## src/rtl/clk_strobe_gen_pkg.sv

```systemverilog
// Shared defaults and limits for the programmable clock/strobe divider.
package clk_strobe_gen_pkg;

    localparam int DIV_W_DEF   = 16;
    localparam int RST_DIV_DEF = 2;
    localparam int NUM_CH_MAX  = 16;

    // Channel-select width; a single channel still gets a 1-bit select.
    function automatic int ch_w(input int num_ch);
        return (num_ch > 1) ? $clog2(num_ch) : 1;
    endfunction

endpackage

```

## src/rtl/clk_strobe_ch.sv

```systemverilog
// One divider channel: active divisor, shadow divisor, phase counter and
// registered strobe / square-wave outputs.
module clk_strobe_ch
    import clk_strobe_gen_pkg::*;
#(
    parameter int DIV_W   = DIV_W_DEF,
    parameter int RST_DIV = RST_DIV_DEF
) (
    input  logic             clk,
    input  logic             rst,
    input  logic             wr,
    input  logic [DIV_W-1:0] val,
    input  logic             sync,
    output logic             stb,
    output logic             div_clk
);

    localparam logic [DIV_W-1:0] ONE      = DIV_W'(1);
    localparam logic [DIV_W-1:0] DIV_INIT = DIV_W'(RST_DIV);

    logic [DIV_W-1:0] n_q;
    logic [DIV_W-1:0] s_q;
    logic [DIV_W-1:0] c_q;
    logic [DIV_W-1:0] s_eff;
    logic [DIV_W-1:0] n_nxt;
    logic [DIV_W-1:0] c_nxt;
    logic             wrap;
    logic             load;

    // A disabled channel (N=0) treats every edge as a period boundary, so a
    // new divisor starts counting from 0 immediately.
    always_comb begin
        s_eff = wr ? val : s_q;
        wrap  = (n_q != '0) && (c_q == n_q - ONE);
        load  = sync || (n_q == '0) || wrap;
        n_nxt = load ? s_eff : n_q;
        c_nxt = load ? '0 : c_q + ONE;
    end

    always_ff @(posedge clk) begin
        if (rst) begin
            n_q     <= DIV_INIT;
            s_q     <= DIV_INIT;
            c_q     <= '0;
            stb     <= 1'b0;
            div_clk <= 1'b0;
        end else begin
            n_q     <= n_nxt;
            s_q     <= s_eff;
            c_q     <= c_nxt;
            // A realign restarts the period, so it does not count as a wrap.
            stb     <= (n_nxt == ONE) || (wrap && !sync && (n_nxt != '0));
            div_clk <= c_nxt < (n_nxt >> 1);
        end
    end

endmodule

```

## src/rtl/clk_strobe_gen.sv

```systemverilog
// Multi-channel clock/strobe generator: write decode, ack and sync fan-out
// around NUM_CH independent divider channels.
module clk_strobe_gen
    import clk_strobe_gen_pkg::*;
#(
    parameter int  NUM_CH  = 3,
    parameter int  DIV_W   = DIV_W_DEF,
    parameter int  RST_DIV = RST_DIV_DEF,
    localparam int CH_W    = ch_w(NUM_CH)
) (
    input  logic              i_clk,
    input  logic              i_rst,
    input  logic              i_div_wr,
    input  logic [CH_W-1:0]   i_div_ch,
    input  logic [DIV_W-1:0]  i_div_val,
    output logic              o_div_ack,
    input  logic              i_sync,
    output logic [NUM_CH-1:0] o_stb,
    output logic [NUM_CH-1:0] o_clk
);

    if (NUM_CH < 1 || NUM_CH > NUM_CH_MAX) begin : g_bad_num_ch
        $error("NUM_CH out of range");
    end

    // Write port: i_div_wr is a one-cycle request with no backpressure. Every
    // request whose channel exists is accepted on that edge and answered by a
    // single o_div_ack pulse in the next cycle; others are silently dropped.
    logic              wr_ok;
    logic [NUM_CH-1:0] ch_wr;

    assign wr_ok = i_div_wr && (32'(i_div_ch) < NUM_CH);

    always_ff @(posedge i_clk) begin
        if (i_rst) begin
            o_div_ack <= 1'b0;
        end else begin
            o_div_ack <= wr_ok;
        end
    end

    for (genvar k = 0; k < NUM_CH; k++) begin : g_ch
        assign ch_wr[k] = wr_ok && (32'(i_div_ch) == k);

        clk_strobe_ch #(
            .DIV_W   (DIV_W),
            .RST_DIV (RST_DIV)
        ) u_ch (
            .clk     (i_clk),
            .rst     (i_rst),
            .wr      (ch_wr[k]),
            .val     (i_div_val),
            .sync    (i_sync),
            .stb     (o_stb[k]),
            .div_clk (o_clk[k])
        );
    end

endmodule

```

## config.mk

```make
export PLATFORM = sky130hd
export DESIGN_NAME = clk_strobe_gen
export DESIGN_NICKNAME = d
export VERILOG_FILES = /design/src/rtl/clk_strobe_gen_pkg.sv /design/src/rtl/clk_strobe_ch.sv /design/src/rtl/clk_strobe_gen.sv
export SDC_FILE = /design/constraint.sdc
export NUM_CORES = 1
export LEC_CHECK = 0
export ABC_AREA = 0
export BUFFER_PORTS_ARGS = -buffer_cell sky130_fd_sc_hd__buf_4
export CAP_MARGIN = 25
export CORE_AREA = 5 5 132 134
export CTS_CLUSTER_SIZE = 24
export DETAILED_ROUTE_END_ITERATION = 10
export DIE_AREA = 0 0 137 139
export PLACE_DENSITY = 0.76
export SLEW_MARGIN = 10
export SYNTH_ARGS = -nofsm -noshare
export SYNTH_HDL_FRONTEND = slang
export SYNTH_SLANG_ARGS = --single-unit
```

## constraint.sdc

```tcl
create_clock -name i_clk -period 4.35 [get_ports i_clk]
set_clock_uncertainty 0.15 [all_clocks]
set_input_delay 0.6525 -clock i_clk [delete_from_list [all_inputs] [get_ports i_clk]]
set_output_delay 0.6525 -clock i_clk [all_outputs]
set_load 0.02 [all_outputs]
```

== Word-level counts from Yosys, hierarchy flattened ==
Cells that the tools add are included.

* Add/subtract/negate cells: 6
* Equal/unequal tests: 8
* Reductions and logical operators: 33
* Magnitude comparators: 4
* Muxes and demuxes: 9

{| class="wikitable"
|+ Operators with widths
! operator !! number
|-
| 16-bit two-way mux || 9
|-
| 16-bit nonzero test || 6
|-
| 16-bit by 1-bit adder with 16-bit output (second input constant) || 3
|-
| 16-bit by 1-bit equality test with 1-bit output (second input constant) || 3
|-
| 16-bit equality test || 3
|-
| 16-bit logical NOT || 3
|-
| 16-bit by 15-bit < comparator with 1-bit output || 3
|-
| 16-bit by 1-bit subtractor with 16-bit output (second input constant) || 3
|-
| 1-bit logical AND || 13
|-
| 1-bit logical OR || 9
|-
| 2-bit by 1-bit equality test with 1-bit output (second input constant) || 1
|-
| 2-bit equality test (second input constant) || 1
|-
| 2-bit logical NOT || 1
|-
| 2-bit < comparator (second input constant) || 1
|-
| 1-bit logical NOT || 1
|}

* Register bits: 151
* Input port bits: 22
* Word-level logic and storage cells: 76
* Output and inout port bits: 7

== Logic depth before layout (Yosys ltp) ==
Gate-level depths: netlist of the first run.

* Word-level depth: 8
* Mapped depth: 20
* Depth with buffers taken out: 18

== By module ==
From an unflattened synthesis of the first run, not the netlist that was laid out.

* Cell total of the unflattened synthesis: 1158
* Area total of the unflattened synthesis: 9943.3 um2

{| class="wikitable"
|+ By module, submodules not included
! module !! cells an instance !! instances !! area each (um2)
|-
| clk_strobe_ch (g_ch[0].u_ch ...) || 393 || 2 || 3285.7
|-
| clk_strobe_ch (g_ch[2].u_ch) || 366 || 1 || 3320.7
|-
| clk_strobe_gen || 6 || 1 || 51.3
|}

== Least setup slack after synthesis of the first run ==
OpenSTA, ideal clock, no wires.

* Kind: reg2reg
* Start point: register g_ch[1].u_ch.n_q[7]
* End point: register g_ch[1].u_ch.div_clk
* Data arrival time: 4250 ps
* Slack: -125 ps
* Cell stages (with the launch flop): 20
* Clock period less this slack: 4475 ps
* Buffers on the path: 4
* Path through: dfxtp_1 -> or4_1 -> buf_2 -> or3_1 -> a2111oi_0 -> o221ai_1 -> a2111oi_2 -> nand2b_1 -> buf_6 -> buf_6 -> buf_4 -> nor2_1 -> ha_1 -> a21o_1 -> a21o_1 -> a21oi_1 -> nor2_1 -> a2111oi_0 -> o211ai_1 -> a31oi_1

* Word-level cells in the longest chain between the ends: 6
* Elaborated cells between the ends (all ways): 10

{| class="wikitable"
|+ RTL lines
! what !! line !! source
|-
| start, declared || clk_strobe_ch.sv:21 || <nowiki>logic [DIV_W-1:0] n_q;</nowiki>
|-
| start signal, assigned || clk_strobe_ch.sv:48 || <nowiki>n_q <= n_nxt;</nowiki>
|-
| 16-bit by 1-bit subtractor with 16-bit output || clk_strobe_ch.sv:34 || <nowiki>wrap = (n_q != '0) && (c_q == n_q - ONE);</nowiki>
|-
| 16-bit equality test || clk_strobe_ch.sv:34 ||
|-
| 1-bit logical AND || clk_strobe_ch.sv:34 ||
|-
| 1-bit logical OR * || clk_strobe_ch.sv:35 || <nowiki>load = sync || (n_q == '0) || wrap;</nowiki>
|-
| 16-bit two-way mux * || clk_strobe_ch.sv:37 || <nowiki>c_nxt = load ? '0 : c_q + ONE;</nowiki>
|-
| named net g_ch[1].u_ch.c_nxt[9] || clk_strobe_ch.sv:26 || <nowiki>logic [DIV_W-1:0] c_nxt;</nowiki>
|-
| 16-bit by 15-bit < comparator with 1-bit output * || clk_strobe_ch.sv:53 || <nowiki>div_clk <= c_nxt < (n_nxt >> 1);</nowiki>
|-
| end signal, assigned || clk_strobe_ch.sv:53 ||
|-
| end, declared || clk_strobe_ch.sv:15 || <nowiki>output logic div_clk</nowiki>
|}

The timed path passes the listed nets; every way through them passes the cells marked *.
A chain may end at the register's enable or synchronous reset.

== Final worst setup path of the first run ==
Same ends and word-level chain as after synthesis.

==> impl_metrics.yaml, run 1 <==
drt:
  drtAntennaViolNets: 0
  drc: 0
  vias_per_cell: 5.79
  drtIter0Drc: 595
  firstDrtPassIters: 5
  num_vias: 7701
  routed_wl_um: 23700
  wl_per_cell_um: 17.8
timing:
  slew_viol_final: 0
  final_hold_viol_count: 0
  slew_headroom_pct: 57.5
  final.min_clock_period_ns: 4.30
  worst_slew_pin_slew_ns: 0.630
  rsz0062_at_grt: "yes"
  max_freq_ghz: 0.232
  setup_viol: 0
  period_share_pct: 98.9
layout:
  area_growth_pct: 18.0
  final_layout_size_suffix_gt1_share_pct: 20.4
  fin_area_um2: 10600
  fill_cells: 1295
  diodes: 0
  final_util_pct: 65.5
  instances_no_fill: 1331
  fin_nets: 1171
critical_path:
  rr_worst_depth: 16
  crit_cells: 16
  reg2reg_slack_ns: 0.05
  r2r_end: "g_ch[1].u_ch.div_clk$_SDFF_PP0_"
  critPathBufInv: 1
  crit_path_end: "g_ch[1].u_ch.div_clk$_SDFF_PP0_"
  startpoint: "g_ch[1].u_ch.n_q[7]$_SDFF_PP0_"
  critical_path.top_delay_family: "compound AO/OA/AOI/OAI gates"
  cp-start-kind: "flip-flop"
  crit_chain: "or4_4 -> or3_4 -> a2111oi_4 -> o221ai_2 -> a2111oi_4 -> nand2b_4 -> buf_8 -> nor2_1 -> ha_1 -> a21o_1 -> a21o_1 -> a21oi_2 -> nor2_1 -> a2111oi_2 -> o211ai_1 -> a31oi_1"
  cp-end-kind: "flip-flop"
  path_max_fanout: 8
  worstSetupPathType: "reg2reg"
  cp.arrival_ns: 4.51
  slowest_delay_ns: 0.55
  crit_required_ns: 4.55
  cp_slowest_cell: "or4_4"
  worstReg2RegStart: "g_ch[1].u_ch.n_q[7]$_SDFF_PP0_"
global_routing:
  grt_pass1_wl_um: 38000
  grt_overflow: 0
  antenna_found_initial: 0
  grt_pass1_vias: 7330
  track_usage_pct: 24.9
  grt_max_degree: 60
synthesis:
  synth.area.mux_share_pct: 11.9
  async_flop_share_pct: 0
  synth_area_leaders: "dfxtp_1 34%, ha_1 7.1%, nor2_1 6.8%"
  ys_ff_latch: 151
  yosys_warnings: 0
  synth-simple-area-share_pct: 24.6
  yosys.area.top_type_share_pct: 33.7
  synth_nets: 1106
  synth_compound_area_share_pct: 9.23
  synth_top_family_by_area: "simple AND/OR/NAND/NOR gates"
  synth.avg_cell_area_um2: 8.69
  syn_area_um2: 8970
  synth_cell_types: 66
  synth-seq-area-share_pct: 33.7
  synth_xor_area_share_pct: 9.47
  synth_fa_ha_area_share_pct: 7.11
  yosys_most_used_dff: "dfxtp_1"
  synth_most_common_cell: "nor2_1"
  yosys-top-cells-count: "162 x nor2_1, 151 x dfxtp_1, 57 x mux2i_1, 57 x nand2_1, 51 x ha_1"
  yosys.area.top_type: "dfxtp_1"
  synth-edff-count: 0
  syn_inst: 1033
die:
  core_um2: 16200
  initial_core_util_pct: 55.5
  io_pins: 29
  die-area_um2: 19000
  die_w_um: 137
  rows: 47
  die_y_um: 139
clock_network:
  cts_root_buf: "clkbuf_16"
  numCtsBuffers: 17
  ctsHtreeMaxLevel: 4
  clock-sinks: 151
  cts_tree: "built"
  clock_path_buffers: 2
  cts-hold-fix-buffers: 0
  clk_latency_ns: 0.43
  path_clk_slew_ns: 0.06
placement:
  place_area_um2: 9740
  io_buffers: 28
  dpl.hpwl_um: 17600
  dp.cells: 1293
  place.gp.congestion: 0.943
power:
  leakagePower_nw: 4.50
  peakVddDrop_mv: 0.360
  powerDensity_nw_per_um2: 342
worst_hold_path:
  min_path_type: "in2reg"
run_status:
  outcome: "finished clean"
job:
  maxCapViolations: 0
layout make-up:
class / count / area, um2 / area share [%]
multi-input cells: 808 / 5780 / 54.6
clock inverters: 11 / 148 / 1.39
repair buffers: 106 / 835 / 7.88
well taps: 220 / 275 / 2.60
inverters: 14 / 52.6 / 0.496
clock buffers: 21 / 470 / 4.44
flip-flops and latches: 151 / 3030 / 28.6
registers in the layout, summed over array words and instances (netlist names):
signal             count
g_ch.u_ch.div_clk      3
g_ch.u_ch.n_q         48
g_ch.u_ch.s_q         48
g_ch.u_ch.c_q         48
g_ch.u_ch.stb          3
o_div_ack              1
worst min-delay path by stage:
| stage | depth (start not counted) | startpoint | to | slack, ns |
|---|---|---|---|---|
| after floorplan | 1 | g_ch[2].u_ch.c_q[0]$_SDFF_PP0_ | g_ch[2].u_ch.c_q[0]$_SDFF_PP0_ | 0.31 |
| after global placement | 1 | g_ch[2].u_ch.c_q[0]$_SDFF_PP0_ | g_ch[2].u_ch.c_q[0]$_SDFF_PP0_ | 0.35 |
| after detailed placement | 1 | g_ch[2].u_ch.c_q[0]$_SDFF_PP0_ | g_ch[2].u_ch.c_q[0]$_SDFF_PP0_ | 0.36 |
| after CTS | 2 | i_div_ch[1] | o_div_ack$_SDFF_PP0_ | 0.27 |
| after global routing | 2 | i_div_ch[1] | o_div_ack$_SDFF_PP0_ | 0.28 |
| final | 2 | i_div_ch[1] | o_div_ack$_SDFF_PP0_ | 0.28 |
power by group:
group | switching, W | internal, W
combinational | 0.000345 | 0.000282
sequential | 0.0000337 | 0.00143
clock | 0.000584 | 0.000947
what timing repair did:
action,in CTS,in global routing
buffers inserted,0,6
setup endpoints to repair,2,3
resized for setup,10,30
pin swaps,3,14
per-layer routing:
metal / up-vias / global-route usage, % / share of wire [%]
li1: 3756 / - / -
met1: 3681 / 34.3 / 45
met2: 221 / 39.5 / 47
met3: 43 / 5.30 / 5.6
met4: 0 / 6.93 / 2.1
met5: - / 0 / 0
worst reg2reg max path: stages, from the launching register on:
cell,delay (ns)
dfxtp_1,0.31
or4_4,0.55
or3_4,0.40
a2111oi_4,0.39
o221ai_2,0.16
a2111oi_4,0.37
nand2b_4,0.24
buf_8,0.16
nor2_1,0.07
ha_1,0.31
a21o_1,0.19
a21o_1,0.20
a21oi_2,0.16
nor2_1,0.06
a2111oi_2,0.20
o211ai_1,0.14
a31oi_1,0.15
kinds of logic (layout without fill, tap and decap cells):
kind of cell / after synthesis / after routing
muxes: 101 / 101
DFF: 151 / 151
xor gates and xnor gates: 97 / 97
AOI/OAI and AO/OA: 119 / 119
and+or+nand+nor: 440 / 440
buffers and inverters: 74 / 152
adders and majority gates: 51 / 51
per-stage QoR:
step                      setup WS (ns)  hold slack, ns  TNS [ns]  power (W)
after CTS                        0.0206           0.270         0    0.00359
after detailed placement         -0.109           0.361    -0.162    0.00206
final                            0.0457           0.280         0    0.00362
after global placement          -0.0339           0.354   -0.0339    0.00205
after floorplan                 -0.0105           0.308   -0.0105    0.00188
after global routing             -0.140           0.277    -0.369    0.00376
cells in the final DEF (no fill, tap or decap), drive strengths merged, types with 5 or more instances in the layout:
cell type,count
mux2,44
nor3,20
o21ai,31
or2,9
nand3b,7
and3,16
mux2i,57
or3,5
nor2,162
a211oi,7
nand3,32
dfxtp,151
nor4,22
a2111oi,5
inv,14
clkbuf,21
nand2,57
a31oi,7
xnor2,48
a21o,18
ha,51
nand4,18
xor2,49
nor2b,46
buf,106
or4,9
nand2b,21
a21oi,15
Power figures use the tool's default switching activity.
==> run 2: changes to the inputs <==
- BUFFER_PORTS_ARGS: -buffer_cell sky130_fd_sc_hd__buf_4 -> -buffer_cell sky130_fd_sc_hd__buf_2
- CORE_AREA: 5 5 132 134 -> 5 5 130 132
- DIE_AREA: 0 0 137 139 -> 0 0 135 137
- PLACE_DENSITY: 0.76 -> 0.75
- clock period: 4.35 -> 4.9 ns (I/O delays scaled with it)
==> impl_metrics.yaml, run 2 (synthesis results as in run 1) <==
drt:
  drtIter0Drc: 459
  firstDrtPassIters: 5
  drc: 0
  num_vias: 7537
  drtAntennaViolNets: 0
  routed_wl_um: 22300
  wl_per_cell_um: 17.4
  vias_per_cell: 5.89
global_routing:
  grt_pass1_wl_um: 36000
  track_usage_pct: 24.8
  antenna_found_initial: 0
  grt_overflow: 0
  grt_max_degree: 54
  grt_pass1_vias: 7203
power:
  peakVddDrop_mv: 0.274
  seqPwrFrac_pct: 42.5
  combPwrFrac_pct: 15.3
  powerDensity_nw_per_um2: 308
  switching_share_pct: 26.3
  p_sw_w: 0.000808
  internal_power_w: 0.00226
  leakagePower_nw: 4.23
  power_frac_clock_pct: 42.2
layout:
  final_util_pct: 63.8
  fill_cells: 1321
  final_layout_size_suffix_gt1_share_pct: 14.4
  final_cell_mix: "162 x nor2_1, 151 x dfxtp_1, 57 x nand2_1, 57 x mux2i_1, 51 x ha_1"
  final_common_cell: "nor2_1"
  reg.largest.list: "g_ch.u_ch.c_q: 48 flops, g_ch.u_ch.n_q: 48 flops, g_ch.u_ch.s_q: 48 flops"
  diodes: 0
  fin_area_um2: 9950
  area_growth_pct: 10.9
  fin_nets: 1124
critical_path:
  cp-end-kind: "flip-flop"
  crit_chain: "or4_1 -> buf_4 -> or2_2 -> nor4_2 -> o221ai_1 -> a2111oi_2 -> nand2b_1 -> buf_6 -> nor2_1 -> ha_1 -> a21o_1 -> a21o_1 -> a21oi_1 -> nor2_1 -> a2111oi_1 -> o211ai_1 -> a31oi_1"
  r2r_end: "g_ch[1].u_ch.div_clk$_SDFF_PP0_"
  path_max_fanout: 16
  worstReg2RegStart: "g_ch[1].u_ch.n_q[7]$_SDFF_PP0_"
  critical_path.top_delay_family: "compound AO/OA/AOI/OAI gates"
  crit_path_end: "g_ch[1].u_ch.div_clk$_SDFF_PP0_"
  cp.arrival_ns: 4.89
  worstSetupPathType: "reg2reg"
  startpoint: "g_ch[1].u_ch.n_q[7]$_SDFF_PP0_"
  rr_worst_depth: 17
  cp_slowest_cell: "or4_1"
  crit_cells: 17
  critPathBufInv: 2
  slowest_delay_ns: 0.56
  crit_required_ns: 5.11
  reg2reg_slack_ns: 0.22
  cp-start-kind: "flip-flop"
clock_network:
  clock-sinks: 151
  cts_tree: "built"
  cts_root_buf: "clkbuf_16"
  clk_latency_ns: 0.43
  cts_resized: 0
  path_clk_slew_ns: 0.06
  ctsHtreeMaxLevel: 4
  numCtsBuffers: 17
  postCtsSetupRepairBufs: 0
  cts-hold-fix-buffers: 0
  clock_path_buffers: 2
placement:
  place_area_um2: 9330
  place.gp.congestion: 0.948
  io_buffers: 28
  dp_worst_setup_slack_ns: 0.0822
  dpl.hpwl_um: 16900
die:
  rows: 46
  die-area_um2: 18500
  initial_core_util_pct: 57.5
  die_y_um: 137
  die_w_um: 135
  io_pins: 29
  core_um2: 15600
timing:
  final.min_clock_period_ns: 4.68
  worst_slew_pin_slew_ns: 0.977
  slew_viol_final: 0
  slew_headroom_pct: 34.9
  max_freq_ghz: 0.214
  period_share_pct: 95.5
  setup_viol: 0
  fin_ws_ns: 0.221
  final_hold_viol_count: 0
worst_hold_path:
  min_path_type: "reg2reg"
  holdPathStages: 1
run_status:
  outcome: "finished clean"
job:
  maxCapViolations: 0
run 2: cell types whose count changed in the layout (fill, tap and decap cells not counted), moves of 3 or more:
cell,previous run,this run
clkinvlp_4,4,1
buf_8,3,0
mux2i_2,4,0
mux2i_1,52,57
buf_2,0,28
buf_4,101,29
run 2: power by group through the flow:
stage	sequential [W]	clock, W	combinational (W)
3_3_place_gp	0.00133	0	0.000446
5_1_grt	0.00131	0.00138	0.000513
2_1_floorplan	0.00131	0	0.000347
3_5_place_dp	0.00133	0	0.000454
4_1_cts	0.00130	0.00132	0.000458
6_report	0.00130	0.00130	0.000470
run 2: routing by layer:
metal  vias to the layer above  track usage (%)  routed length, um
li1                       3662                -                  -
met1                      3555             32.4              10000
met2                       259             39.4              10200
met3                        61             5.92               1300
met4                         0             10.1                768
met5                         -                0                  0
run 2: metrics by stage:
stage | TNS [ns] | hold slack (ns) | std cells | total power [W]
after floorplan | 0 | 0.308 | 1033 | 0.00166
after global routing | -0.0145 | 0.369 | 1279 | 0.00320
after CTS | 0 | 0.364 | 1279 | 0.00308
after global placement | 0 | 0.362 | 1248 | 0.00177
final | 0 | 0.378 | 1279 | 0.00307
after detailed placement | 0 | 0.366 | 1248 | 0.00178
run 2: layout make-up:
cell class	count	area [um2]	area share [%]
tap	216	270	2.71
clock inverter	8	96.3	0.968
multi-input combinational	808	5640	56.6
sequential	151	3020	30.4
clock buffer	23	488	4.90
inverter	14	52.6	0.528
timing repair buffer	59	389	3.91
run 2: worst min-delay path by stage:
stage	from	endpoint	slack, ns
after floorplan	g_ch[2].u_ch.c_q[0]$_SDFF_PP0_	g_ch[2].u_ch.c_q[0]$_SDFF_PP0_	0.31
after global placement	g_ch[2].u_ch.n_q[14]$_SDFF_PP0_	g_ch[2].u_ch.n_q[14]$_SDFF_PP0_	0.36
after detailed placement	g_ch[2].u_ch.c_q[0]$_SDFF_PP0_	g_ch[2].u_ch.c_q[0]$_SDFF_PP0_	0.37
after CTS	i_div_ch[1]	o_div_ack$_SDFF_PP0_	0.36
after global routing	i_div_ch[1]	o_div_ack$_SDFF_PP0_	0.37
final	g_ch[2].u_ch.c_q[0]$_SDFF_PP0_	g_ch[2].u_ch.c_q[0]$_SDFF_PP0_	0.38
==> run 3: changes to the inputs <==
- CELL_PAD_IN_SITES_DETAIL_PLACEMENT: not set -> 1
- CELL_PAD_IN_SITES_GLOBAL_PLACEMENT: not set -> 2
- CORE_AREA: 5 5 130 132 -> 5 5 158 160
- DIE_AREA: 0 0 135 137 -> 0 0 163 165
- PLACE_DENSITY: 0.75 -> 0.79
==> impl_metrics.yaml, run 3 (synthesis results as in run 1) <==
placement:
  dpl.hpwl_um: 20200
  io_buffers: 28
  place_area_um2: 9460
  place.gp.congestion: 0.885
timing:
  final.min_clock_period_ns: 4.67
  period_share_pct: 95.3
  hold_slack_ns: 0.372
  max_freq_ghz: 0.214
  slew_viol_final: 0
  final_hold_viol_count: 0
  worst_slew_pin_slew_ns: 0.738
  slew_headroom_pct: 50.8
  setup_viol: 0
clock_network:
  path_clk_slew_ns: 0.07
  cts_resized: 0
  cts-hold-fix-buffers: 0
  ctsHtreeMaxLevel: 4
  numCtsBuffers: 17
  cts_tree: "built"
  clock-sinks: 151
  postCtsSetupRepairBufs: 0
  cts_root_buf: "clkbuf_16"
  clock_path_buffers: 2
  clk_latency_ns: 0.43
critical_path:
  cp.arrival_ns: 4.86
  reg2reg_slack_ns: 0.23
  startpoint: "g_ch[2].u_ch.n_q[0]$_SDFF_PP0_"
  cp-end-kind: "flip-flop"
  rr_worst_depth: 17
  crit_required_ns: 5.09
  r2r_end: "g_ch[2].u_ch.div_clk$_SDFF_PP0_"
  cp-start-kind: "flip-flop"
  worstReg2RegStart: "g_ch[2].u_ch.n_q[0]$_SDFF_PP0_"
  path_max_fanout: 13
  worstSetupPathType: "reg2reg"
layout:
  fin_area_um2: 10100
  final_common_cell: "nor2_1"
  reg.largest.list: "g_ch.u_ch.c_q: 48 flops, g_ch.u_ch.n_q: 48 flops, g_ch.u_ch.s_q: 48 flops"
  diodes: 0
  area_growth_pct: 12.3
  final_cell_mix: "162 x nor2_1, 151 x dfxtp_1, 57 x nand2_1, 54 x mux2i_1, 51 x ha_1"
  fin_nets: 1125
  final_layout_size_suffix_gt1_share_pct: 14.9
  final_util_pct: 43.3
worst_hold_path:
  worstHoldEndpoint: "g_ch[1].u_ch.c_q[0]$_SDFF_PP0_"
  hp-start: "g_ch[1].u_ch.c_q[0]$_SDFF_PP0_"
  min_path_type: "reg2reg"
  holdPathStages: 1
die:
  die-area_um2: 26900
  io_pins: 29
  die_y_um: 165
  rows: 56
  die_w_um: 163
  initial_core_util_pct: 38.6
  core_um2: 23300
drt:
  drc: 0
  routed-wl-met2_um: 12400
  wl_per_cell_um: 18.8
  firstDrtPassIters: 4
  num_vias: 7333
  vias_per_cell: 5.30
  top_layer: "met4"
  drtAntennaViolNets: 0
  routed_wl_um: 26000
  drtIter0Drc: 376
  dr_wl_met3_um: 882
  wl_met1_um: 12300
global_routing:
  grt_pass1_vias: 7695
  grt_max_degree: 69
  antenna_found_initial: 0
  grt_overflow: 0
  grt_pass1_wl_um: 41900
  track_usage_pct: 19.9
power:
  leakagePower_nw: 4.20
  powerDensity_nw_per_um2: 303
  peakVddDrop_mv: 0.162
job:
  maxCapViolations: 0
run_status:
  outcome: "finished clean"
-- run 3: how the worst max path moves through the flow --
| stage | to | slack (ns) | cells after the start |
|---|---|---|---|
| after global routing | g_ch[1].u_ch.div_clk$_SDFF_PP0_ | -0.02 | 16 |
| final | g_ch[2].u_ch.div_clk$_SDFF_PP0_ | 0.23 | 17 |
| after CTS | g_ch[2].u_ch.div_clk$_SDFF_PP0_ | 0.06 | 17 |
| after detailed placement | g_ch[2].u_ch.div_clk$_SDFF_PP0_ | 0.07 | 17 |
| after floorplan | g_ch[1].u_ch.div_clk$_SDFF_PP0_ | 0.43 | 19 |
| after global placement | g_ch[2].u_ch.div_clk$_SDFF_PP0_ | 0.21 | 17 |
-- run 3: worst max-delay path: stages, from the launching register on --
cell and delay [ns]:
dfxtp_1 0.34, inv_1 0.13, ha_1 0.23, or4b_2 0.69, nor4_4 0.28, nor3_1 0.08
o41a_1 0.45, o2111ai_2 0.32, o21ai_4 0.11, buf_4 0.19, mux2i_1 0.13, ha_1 0.20
a21o_1 0.16, a21o_1 0.17, a21o_1 0.19, a2111oi_1 0.36, o221ai_1 0.16, a311oi_1 0.25
-- run 3: stage by stage --
stage          TNS (ns)  cells  setup WS (ns)  total power [W]
2_1_floorplan         0   1033          0.425          0.00166
3_3_place_gp          0   1352          0.205          0.00180
3_5_place_dp          0   1352         0.0725          0.00180
4_1_cts               0   1383         0.0633          0.00308
5_1_grt         -0.0426   1383        -0.0248          0.00320
6_report              0   1383          0.230          0.00306
-- run 3: cell type report --
| class | instances | area, um2 |
|---|---|---|
| Multi-Input combinational cell | 808 | 5650 |
| Tap cell | 319 | 399 |
| Inverter | 14 | 52.6 |
| Clock buffer | 20 | 457 |
| Sequential cell | 151 | 3020 |
| Timing Repair Buffer | 60 | 394 |
| Clock inverter | 11 | 100 |
| Fill cell | 2786 | 13200 |
-- run 3: metal layers --
layer | vias up | GRT usage, %
met4 | 0 | 4.84
met2 | 86 | 33.5
met5 | - | 0
met1 | 3572 | 26.3
li1 | 3648 | -
met3 | 27 | 3.89
-- run 3: report_power, final --
| group | switching, W | internal, W |
|---|---|---|
| Combinational | 0.000288 | 0.000198 |
| Sequential | 0.0000378 | 0.00127 |
| Clock | 0.000547 | 0.000722 |
